[src/rtl/vram_arbiter.sv]
// Video RAM arbiter: VGA fetches take absolute priority, CPU pixel writes queue in a FIFO.
// Optional starvation guard enabled by defining VRAM_STARVE_GUARD_EN (adds oVgaUnderrun).
module vram_arbiter #(
    parameter int ADDR_W       = 15,
    parameter int DATA_W       = 3,
    parameter int FIFO_DEPTH   = 4,
    parameter int STARVE_LIMIT = 64
) (
    input  logic                        Clock,
    input  logic                        Reset,
    input  logic                        iCpuWrReq,
    input  logic [ADDR_W-1:0]           iCpuWrAddr,
    input  logic [DATA_W-1:0]           iCpuWrData,
    output logic                        oCpuFull,
    input  logic                        iVgaRdReq,
    input  logic [ADDR_W-1:0]           iVgaRdAddr,
    output logic [DATA_W-1:0]           oVgaRdData,
    output logic                        oVgaRdValid,
    output logic [ADDR_W-1:0]           oRamAddr,
    output logic                        oRamWrEn,
    output logic [DATA_W-1:0]           oRamWrData,
    input  logic [DATA_W-1:0]           iRamRdData,
`ifdef VRAM_STARVE_GUARD_EN
    output logic                        oVgaUnderrun,
`endif
    output logic [$clog2(FIFO_DEPTH):0] oFifoCount
);

    localparam int PTR_W = $clog2(FIFO_DEPTH);
    localparam int CNT_W = PTR_W + 1;

    if (FIFO_DEPTH < 2 || (FIFO_DEPTH & (FIFO_DEPTH - 1)) != 0 || STARVE_LIMIT < 1) begin : g_bad_param
        $error("vram_arbiter: FIFO_DEPTH must be a power of two >= 2 and STARVE_LIMIT >= 1");
    end

    typedef enum logic [1:0] {GNT_NONE, GNT_VGA, GNT_CPU} gnt_t;

    gnt_t              r_state;
    logic [ADDR_W-1:0] r_fifo_addr [FIFO_DEPTH];
    logic [DATA_W-1:0] r_fifo_data [FIFO_DEPTH];
    logic [PTR_W-1:0]  r_wr_ptr;
    logic [PTR_W-1:0]  r_rd_ptr;
    logic [CNT_W-1:0]  r_count;
    logic [ADDR_W-1:0] r_ram_addr;
    logic              r_ram_wr_en;
    logic [DATA_W-1:0] r_ram_wr_data;
    logic              r_vga_valid;
    logic [DATA_W-1:0] r_vga_data;

    logic w_full;
    logic w_push;
    logic w_pop;
    logic w_force;
    logic w_gnt_vga;
    logic w_rd_dup;

    assign w_full    = (r_count == CNT_W'(FIFO_DEPTH));
    assign w_push    = iCpuWrReq & ~w_full;
    assign w_gnt_vga = iVgaRdReq & ~w_force;
    assign w_pop     = ~w_gnt_vga & (r_count != '0);

`ifdef VRAM_STARVE_GUARD_EN
    localparam int SC_W = $clog2(STARVE_LIMIT + 1);

    logic [SC_W-1:0] r_starve;
    logic            r_rd_dup;
    logic            r_underrun;

    // Once the CPU has been refused for STARVE_LIMIT cycles, steal one slot from VGA.
    assign w_force = (r_starve == SC_W'(STARVE_LIMIT)) & (r_count != '0);

    always_ff @(posedge Clock or posedge Reset) begin
        if (Reset) begin
            r_starve   <= '0;
            r_rd_dup   <= 1'b0;
            r_underrun <= 1'b0;
        end else begin
            if (r_starve == SC_W'(STARVE_LIMIT))
                r_starve <= '0;
            else if (w_full && iCpuWrReq && w_gnt_vga)
                r_starve <= r_starve + 1'b1;
            else
                r_starve <= '0;
            r_rd_dup   <= w_force & iVgaRdReq;
            r_underrun <= r_rd_dup;
        end
    end

    assign w_rd_dup     = r_rd_dup;
    assign oVgaUnderrun = r_underrun;
`else
    assign w_force  = 1'b0;
    assign w_rd_dup = 1'b0;
`endif

    // FIFO storage carries no reset; occupancy is tracked by the pointers and count.
    always_ff @(posedge Clock) begin
        if (w_push) begin
            r_fifo_addr[r_wr_ptr] <= iCpuWrAddr;
            r_fifo_data[r_wr_ptr] <= iCpuWrData;
        end
    end

    always_ff @(posedge Clock or posedge Reset) begin
        if (Reset) begin
            r_state       <= GNT_NONE;
            r_wr_ptr      <= '0;
            r_rd_ptr      <= '0;
            r_count       <= '0;
            r_ram_addr    <= '0;
            r_ram_wr_en   <= 1'b0;
            r_ram_wr_data <= '0;
            r_vga_valid   <= 1'b0;
            r_vga_data    <= '0;
        end else begin
            if (w_push)
                r_wr_ptr <= r_wr_ptr + 1'b1;
            if (w_pop)
                r_rd_ptr <= r_rd_ptr + 1'b1;
            if (w_push && !w_pop)
                r_count <= r_count + 1'b1;
            else if (!w_push && w_pop)
                r_count <= r_count - 1'b1;

            // RAM data for last cycle's VGA address is on iRamRdData now.
            r_vga_valid <= (r_state == GNT_VGA) | w_rd_dup;
            if (r_state == GNT_VGA)
                r_vga_data <= iRamRdData;

            if (w_gnt_vga) begin
                r_state     <= GNT_VGA;
                r_ram_addr  <= iVgaRdAddr;
                r_ram_wr_en <= 1'b0;
            end else if (w_pop) begin
                r_state       <= GNT_CPU;
                r_ram_addr    <= r_fifo_addr[r_rd_ptr];
                r_ram_wr_data <= r_fifo_data[r_rd_ptr];
                r_ram_wr_en   <= 1'b1;
            end else begin
                r_state     <= GNT_NONE;
                r_ram_wr_en <= 1'b0;
            end
        end
    end

    assign oCpuFull    = w_full;
    assign oFifoCount  = r_count;
    assign oRamAddr    = r_ram_addr;
    assign oRamWrEn    = r_ram_wr_en;
    assign oRamWrData  = r_ram_wr_data;
    assign oVgaRdValid = r_vga_valid;
    assign oVgaRdData  = r_vga_data;

endmodule

[config.mk]
export PLATFORM = sky130hd
export DESIGN_NAME = vram_arbiter
export DESIGN_NICKNAME = d
export VERILOG_FILES = /design/src/rtl/vram_arbiter.sv
export SDC_FILE = /design/constraint.sdc
export NUM_CORES = 1
export LEC_CHECK = 0
export ABC_AREA = 1
export CAP_MARGIN = 25
export CORE_MARGIN = 5
export CORE_UTILIZATION = 45
export DETAILED_ROUTE_END_ITERATION = 8
export HOLD_SLACK_MARGIN = 0.06
export PLACE_DENSITY = 0.72
export SETUP_SLACK_MARGIN = 0.5
export SYNTH_ARGS = -nofsm -noshare
export SYNTH_HDL_FRONTEND = slang
export SYNTH_SLANG_ARGS = --single-unit
[constraint.sdc]
create_clock -name Clock -period 2.7 [get_ports Clock]
set_clock_uncertainty 0.05 [all_clocks]
set_input_delay 0.54 -clock Clock [delete_from_list [all_inputs] [get_ports Clock]]
set_output_delay 0.54 -clock Clock [all_outputs]
set_load 0.01 [all_outputs]
# [Word level (Yosys, flattened, before mapping)]
# Memories as Yosys holds them, arrays and structs flattened. A register that Yosys moved wholly into a read port is not among the register bits.
# Index checks and enable logic that the tools add are counted.
[totals] rom_bits=0 wordCells=38 n_memories=2 input_bits=40 output_inout_bits=27 mem_bits_rw=72 latch_bits=0 register_bits=29
[mem_list] memory="r_fifo_addr" words=4 word_bits=15 read_ports=1 rd_ports_with_merged_regs=0 write_ports=1 line_no="39" rtl="logic [ADDR_W-1:0] r_fifo_addr [FIFO_DEPTH];"
[mem_list] memory="r_fifo_data" words=4 word_bits=3 read_ports=1 rd_ports_with_merged_regs=1 write_ports=1 line_no="40" rtl="logic [DATA_W-1:0] r_fifo_data [FIFO_DEPTH];"
[op_classes] order_cmp=0 n_div=0 n_mux=10 n_shift=0 reduce_logical=8 multipliers=0 n_bitwise=4 eq_ne=2 add_sub_neg=4
[op_table] op="$mux 15" n=2
[op_table] op="$mux 3" n=2
[op_table] op="$add 2x1->2 const B" n=2
[op_table] op="$mux 1" n=4
[op_table] op="$mux 2" n=2
[op_table] op="$reduce_bool 2->1" n=2
[op_table] op="$add 3x1->3 const B" n=1
[op_table] op="$eq 3x3->1 const B" n=1
[op_table] op="$reduce_bool 3->1" n=1
[op_table] op="$sub 3x1->3 const B" n=1
[op_table] op="$and 1x1->1" n=2
[op_table] op="$eq 2x1->1 const B" n=1
[op_table] op="$logic_and 1x1->1" n=2
[op_table] op="$logic_not 1->1" n=2
[op_table] op="$not 1->1" n=2
[op_table] op="$reduce_and 2->1" n=1

# [Longest topological paths before layout]
# Gate-level depths: netlist of run 1.
[logic_depth] depth_word=7 ltp_mapped=11 ltp_nobuf=11

# [Least setup slack after synthesis of run 1]
# Ideal clock, no wire load.
[synth_timing] kind="reg-to-reg" start="register r_count[0], in the netlist oFifoCount[0]" end="memory r_fifo_addr[0][0] (enable)" path_slack_ns=0.702 period_less_slack_ns=1.998 path_stages_with_launch=5 setup_time_ns=0.393 path_buffers=0 required_time_ns=2.257 t_arrival_ns=1.555 path_cell_list="dfrtp_1 -> nor2_4 -> nand2_1 -> nand2_2 -> nor2_1"
[synth_via] elab_chain_cells=5
[synth_rtl] element="start, declared" line_no="43" rtl="logic [CNT_W-1:0] r_count;"
[synth_rtl] element="start signal, assigned" line_no="121" rtl="r_count <= r_count + 1'b1;"
[synth_rtl] element="start signal, assigned" line_no="123" rtl="r_count <= r_count - 1'b1;"
[synth_rtl] element="$eq 3x3->1" line_no="57" rtl="assign w_full = (r_count == CNT_W'(FIFO_DEPTH));"
[synth_rtl] element="$not 1->1" line_no="58" rtl="assign w_push = iCpuWrReq & ~w_full;"
[synth_rtl] element="$and 1x1->1" line_no="58"
[synth_rtl] element="$mux 1" line_no="98" rtl="if (w_push) begin"
[synth_rtl] element="$mux 1 (implied by the code)" line_no="99" rtl="r_fifo_addr[r_wr_ptr] <= iCpuWrAddr;"
[synth_rtl] element="end, declared" line_no="39"
# Every way passes these cells.

# [Worst setup path in the final report of run 1]
[layout_timing] start="register r_count[1], in the netlist oFifoCount[1]" end="output port oFifoCount[1]"
[layout_lines] element="end, declared" line_no="26" rtl="output logic [$clog2(FIFO_DEPTH):0] oFifoCount"
# No word-level cell between the ends.

==> results of run 1 <==
[logic make-up after synthesis]
| logic type | Yosys count |
|---|---|
| compound gates | 6 |
| xor+xnor | 3 |
| fa+ha+maj | 6 |
| buf+inv | 43 |
| flops | 103 |
| simple gates | 230 |
[layout by cell type, fill, tap and decap left out, types with 2 or more instances in the layout]
| master | instances |
|---|---|
| nand2_1 | 147 |
| nor2_1 | 20 |
| xor2_1 | 2 |
| clkbuf_8 | 9 |
| buf_4 | 13 |
| dfrtp_2 | 2 |
| edfxtp_1 | 72 |
| ha_1 | 5 |
| or2_1 | 3 |
| o21ai_0 | 3 |
| dfrtp_1 | 29 |
| nand3_2 | 4 |
| clkdlybuf4s50_1 | 65 |
| o21ai_1 | 2 |
| inv_2 | 3 |
| clkinv_4 | 2 |
| nand2_2 | 6 |
| nand3_1 | 45 |
| or2_2 | 3 |
| inv_1 | 24 |
[power groups by stage]
stage               registers, mW  logic (mW)  clock network [mW]
floorplan                    2.41        1.13                   0
global placement             2.34        1.89                   0
detailed placement           2.35        1.92                   0
CTS                          2.32        1.96               0.966
global route                 2.35        2.18                1.02
finish                       2.31        1.95               0.945
[registers in the layout, summed over array words and instances (netlist names)]
signal	count
r_rd_ptr	2
r_fifo_data	12
r_fifo_addr	60
r_wr_ptr	2
oRamAddr	15
r_state	1
oRamWrData	3
oVgaRdData	3
oRamWrEn	1
oFifoCount	3
oVgaRdValid	1
[cells in the mapped netlist, drive strengths merged]
library cell  number  area, sq um
a21oi              1         16.3
dfrtp             31          776
nand3             50          283
xnor2              1         8.76
ha                 5         62.6
o21ai              5         25.0
nor2              21         86.3
fa                 1         20.0
or2                6         37.5
nand2            153          589
xor2               2         17.5
inv               28          108
edfxtp            72         2160
buf               15          111
[routing by layer]
layer  vias up  routed length (microns)
met5         -                        0
met4         0                       76
met3         5                      466
met2        69                     4230
met1      1319                     3730
li1       1422                        -
[through the flow]
step / hold WS (ps) / cells / utilization / cell area [sq um]
floorplan: 443 / 391 / - / 4300
finish: 432 / 600 / 0.572 / 5310
global placement: 405 / 581 / 0.548 / 5090
detailed placement: 414 / 581 / 0.548 / 5090
global route: 463 / 600 / 0.572 / 5310
CTS: 436 / 599 / 0.571 / 5300
[worst register-to-register path, delay by kind of cell (launching register included)]
family	cells	cell delay [ps]
flops	1	440
xor+xnor	1	150
simple gates	5	410
buf+inv	2	220
fa+ha+maj	2	550
[area by class of cell]
| class | count | area share |
|---|---|---|
| Multi-Input combinational cell | 245 | 0.216 |
| Inverter | 28 | 0.0202 |
| Clock inverter | 6 | 0.0132 |
| Sequential cell | 103 | 0.553 |
| Tap cell | 129 | 0.0304 |
| Timing Repair Buffer | 79 | 0.143 |
| Clock buffer | 10 | 0.0240 |
[what timing repair did]
item                                    in CTS  in global routing
resized for setup                            2                  1
cloned                                       0                  0
pin swaps                                    1                  0
hold buffers                                 0                  0
buffers inserted                             2                  1
endpoints found under the setup margin       1                  1
[worst max-delay path by stage]
| stage | from | endpoint | slack (ps) | cells after the start |
|---|---|---|---|---|
| floorplan | oFifoCount[0]$_DFFE_PP0P_ | r_fifo_addr[0][0]$_DFFE_PP_ | 700 | 4 |
| global placement | iCpuWrReq | oFifoCount[2]$_DFFE_PP0P_ | 410 | 9 |
| detailed placement | iCpuWrReq | oFifoCount[2]$_DFFE_PP0P_ | 380 | 9 |
| CTS | oFifoCount[0]$_DFFE_PP0P_ | oCpuFull | 500 | 4 |
| global route | oFifoCount[0]$_DFFE_PP0P_ | oFifoCount[2]$_DFFE_PP0P_ | 610 | 11 |
| finish | oFifoCount[1]$_DFFE_PP0P_ | oFifoCount[1] | 670 | 2 |
==> results.cfg, run 1 <==
[final_layout]
seqCellArea_sq_um = 2940
fillers = 797
drive_gt1_frac = 0.104
diodes = 0
area_growth_pct = 23.5
fin_nets = 512
multi_input_area_sq_um = 1150

[global_route]
antenna_found_initial = 0
overflow = 0
use_met3 = 0.0348
use_met2 = 0.249
grt_pass1_vias = 2671
busiest_layer = met2
grt_pass1_wl_mm = 13.1
use_met1 = 0.192
grt_util_all_layers = 0.148
grt_max_degree = 41

[clock_network]
cts.reportedPaths.clkPinSlew_ps = 90
root_buffer = clkbuf_8
numCtsBuffers = 9
cts_max_level = 3
cts_tree = yes
cts_max_path_buffers = 2
cts_sinks = 103
worstSkewPairLatency_ps = 350

[worst_hold_path]
hold_start = oVgaRdData[0]$_DFFE_PP0P_
whs_path_depth = 2
worstHoldPathType = reg -> reg
hold_end = oVgaRdData[0]$_DFFE_PP0P_

[timing]
setup_viol = 0
postLayoutSetupSlackWorst_ps = 666
final_hold_viol_count = 0
fin_setup_tns_ps = 0
rsz0062_at_grt = false
min_period_over_period = 0.753
period_needed_ps = 2030
fmax_mhz = 492
worst_slew_pin_slew_ps = 584
slew_viol_final = 0
max_slew_margin = 0.610

[synth]
synth-seq-area-share = 0.683
synth_xor_area_frac = 0.00611
syn_area_sq_um = 4300
synth_fa_ha_area_frac = 0.0192
synth_top_family_by_area = simple AND/OR/NAND/NOR gates
ys_ff_latch = 103
syn-num-nets = 437
ys_types = 25
syn_inst = 391
synth_compound_area_frac = 0.00960
syn-mean-instance-area_sq_um = 11.0
synthSimpleGateAreaFrac = 0.231
synth.area.mux_share = 0
ys_warn_count = 0

[routing]
vias = 2815
postRouteAntennaNets = 0
routedWlPerCell_microns = 14.2
drt_iter0_drc = 198
dr.pass1.iters = 5
drc_errors = 0
wirelength_mm = 8.50
viasPerCell = 4.69

[worst_setup_path]
cp-start-kind = flip-flop
cp.buffers_inverters = 2
cpLargestDelayFamily = buffers and inverters
crit_slowest_cell = clkdlybuf4s50_1
ff2ff_path_depth = 10
critPathKind = reg -> out
end_kind = output pin
crit_required_ps = 2110
reg2reg_from = oFifoCount[1]$_DFFE_PP0P_
arrival_ps = 1440
crit_fanout = 3
worstPathCellList = buf_4 > clkdlybuf4s50_1
r2r_end = oFifoCount[2]$_DFFE_PP0P_
rrSetupSlack_ps = 770
cp_slowest_stage_delay_ps = 550

[run]
maxCapViolCount = 0

[placement]
hpwl_mm = 5.58
preCtsSetupSlack_ps = 379
gp_congestion = 0.762
numPortBuffers = 66

[pwr]
power_mw = 5.21
leakage_nw = 2.22
ir_worst_vdd_uv = 572
seqPwrFrac = 0.444
p_int_mw = 3.37
p_switching_mw = 1.84
power.share.clock = 0.181
power_density_nw_per_um2 = 980
swShare = 0.354
p_comb_frac = 0.375

[floorplan]
start_util = 0.463
die_w_microns = 108
num_rows = 35
die_area_sq_um = 11600
fp.dieH_microns = 108
ios = 67
coreArea_sq_um = 9280

[run_status]
status = finished clean
Note: power is estimated with default switching activity, not from simulation.
==> run 2: changes to the inputs <==
clock period = 2.1 ns   (was 2.7 ns; I/O delays follow)
==> results.cfg, run 2 (synthesis gave the netlist of run 1 again) <==
[final_layout]
fillers = 808
largest_reg_flops = 60
top_register = r_fifo_addr
diodes = 0
layout_commonest_cell = nand2_1
fin_nets = 519
multi_input_area_sq_um = 1190
seqCellArea_sq_um = 2940
drive_gt1_frac = 0.155
final_cell_mix = nand2_1, edfxtp_1, nand3_1
design_area_sq_um = 5420
final_util = 0.584
area_growth_pct = 26.0

[pwr]
swShare = 0.361
leakage_nw = 2.31
p_int_mw = 4.31
p_comb_frac = 0.380
power_density_nw_per_um2 = 1250
power.share.clock = 0.182
ir_worst_vdd_uv = 510
p_switching_mw = 2.44
seqPwrFrac = 0.438

[floorplan]
die_w_microns = 108
coreArea_sq_um = 9280
fp.dieH_microns = 108
die_area_sq_um = 11600
start_util = 0.463
ios = 67
num_rows = 35

[timing]
fin_setup_tns_ps = 0
min_period_over_period = 0.837
fmax_mhz = 569
postLayoutSetupSlackWorst_ps = 343
setup_viol = 0
period_needed_ps = 1760
final_hold_viol_count = 0
worst_slew_pin_slew_ps = 588
max_slew_margin = 0.607
rsz0062_at_grt = true
slew_viol_final = 0

[worst_setup_path]
critPathKind = reg -> reg
cp-start-kind = flip-flop
cp.buffers_inverters = 3
cpLargestDelayFamily = adder cells
critical_path.most_common_cell = nand2_2
cp_slowest_stage_delay_ps = 440
rrSetupSlack_ps = 340
end_kind = flip-flop
crit_slowest_cell = dfrtp_2
crit_fanout = 2
crit_required_ps = 2330
arrival_ps = 1990
worstPathCellList = nor2_4 > buf_6 > nand2_2 > nand2_2 > ha_4 > inv_2 > fa_2 > inv_1 > nand2_1 > nand3_2 > xor2_1

[routing]
wirelength_mm = 8.88
drt_iter0_drc = 182
drc_errors = 0
vias = 2943
routedWlPerCell_microns = 14.6
postRouteAntennaNets = 0
viasPerCell = 4.85
dr.pass1.iters = 4

[placement]
hpwl_mm = 5.74
numPortBuffers = 66
place_area_sq_um = 5200
gp_congestion = 0.729
preCtsSetupSlack_ps = 53.4

[clock_network]
numCtsBuffers = 9
cts_max_level = 3
root_buffer = clkbuf_8
cts_sinks = 103
cts.reportedPaths.clkPinSlew_ps = 100
worstSkewPairLatency_ps = 350
cts_max_path_buffers = 2
cts_tree = yes

[global_route]
grt_max_degree = 36
antenna_found_initial = 0
grt_util_all_layers = 0.162
grt_pass1_wl_mm = 14.4
grt_pass1_vias = 2959
overflow = 0

[worst_hold_path]
worstHoldPathType = in -> async

[run_status]
status = finished clean

[run]
maxCapViolCount = 0
==> run 2: final cells by class <==
cell class,instances,area share
clock buffer,9,0.0228
clock inverter,7,0.0143
inverter,28,0.0203
multi-input combinational,245,0.219
sequential,103,0.542
tap,129,0.0298
timing repair buffer,86,0.151
==> run 2: worst reg2reg max path, stage by stage, from the launching register on <==
cell,delay [ps]
dfrtp_2,440
nor2_4,140
buf_6,110
nand2_2,40
nand2_2,80
ha_4,140
inv_2,40
fa_2,330
inv_1,60
nand2_1,60
nand3_2,70
xor2_1,130
==> run 2: worst paths after layout <==
path / start / to / cells past startpoint
worst max-delay path: oFifoCount[1]$_DFFE_PP0P_ / oFifoCount[2]$_DFFE_PP0P_ / 11
worst min-delay path: Reset / oRamAddr[6]$_DFFE_PP0P_ / 3
worst max register to register: oFifoCount[1]$_DFFE_PP0P_ / oFifoCount[2]$_DFFE_PP0P_ / 11
worst min register to register: oVgaRdData[0]$_DFFE_PP0P_ / oVgaRdData[0]$_DFFE_PP0P_ / 2
max in group asynchronous: Reset / oFifoCount[1]$_DFFE_PP0P_ / 3
min in group Clock: oVgaRdData[0]$_DFFE_PP0P_ / oVgaRdData[0]$_DFFE_PP0P_ / 2
==> run 2: metrics by stage <==
step	cells	total power [mW]	hold slack, ps
after floorplan	391	4.60	401
after global placement	584	5.57	407
after detailed placement	584	5.65	409
after CTS	605	6.81	425
after global routing	607	7.23	462
final	607	6.76	418
==> run 2: routing by layer <==
metal	vias up	track usage	wire, microns
met1	1379	0.186	3560
met5	-	0	0
li1	1439	-	-
met2	104	0.287	4590
met4	0	0.0649	229
met3	21	0.0426	494
==> run 2: power by group through the flow <==
stage | Sequential, mW | Combinational (mW) | Clock, mW
after floorplan | 3.10 | 1.51 | 0
after global placement | 3.02 | 2.55 | 0
after detailed placement | 3.03 | 2.62 | 0
after CTS | 2.97 | 2.58 | 1.26
after global routing | 3.02 | 2.87 | 1.35
final | 2.96 | 2.57 | 1.23
==> run 2: repair_timing <==
item                                    CTS  global route
hold buffers                              0             0
endpoints found under the hold margin     0             0
pin swaps                                 3             3
buffers inserted                          5             2
gates resized for setup                  38             1
endpoints found under the setup margin   29             4
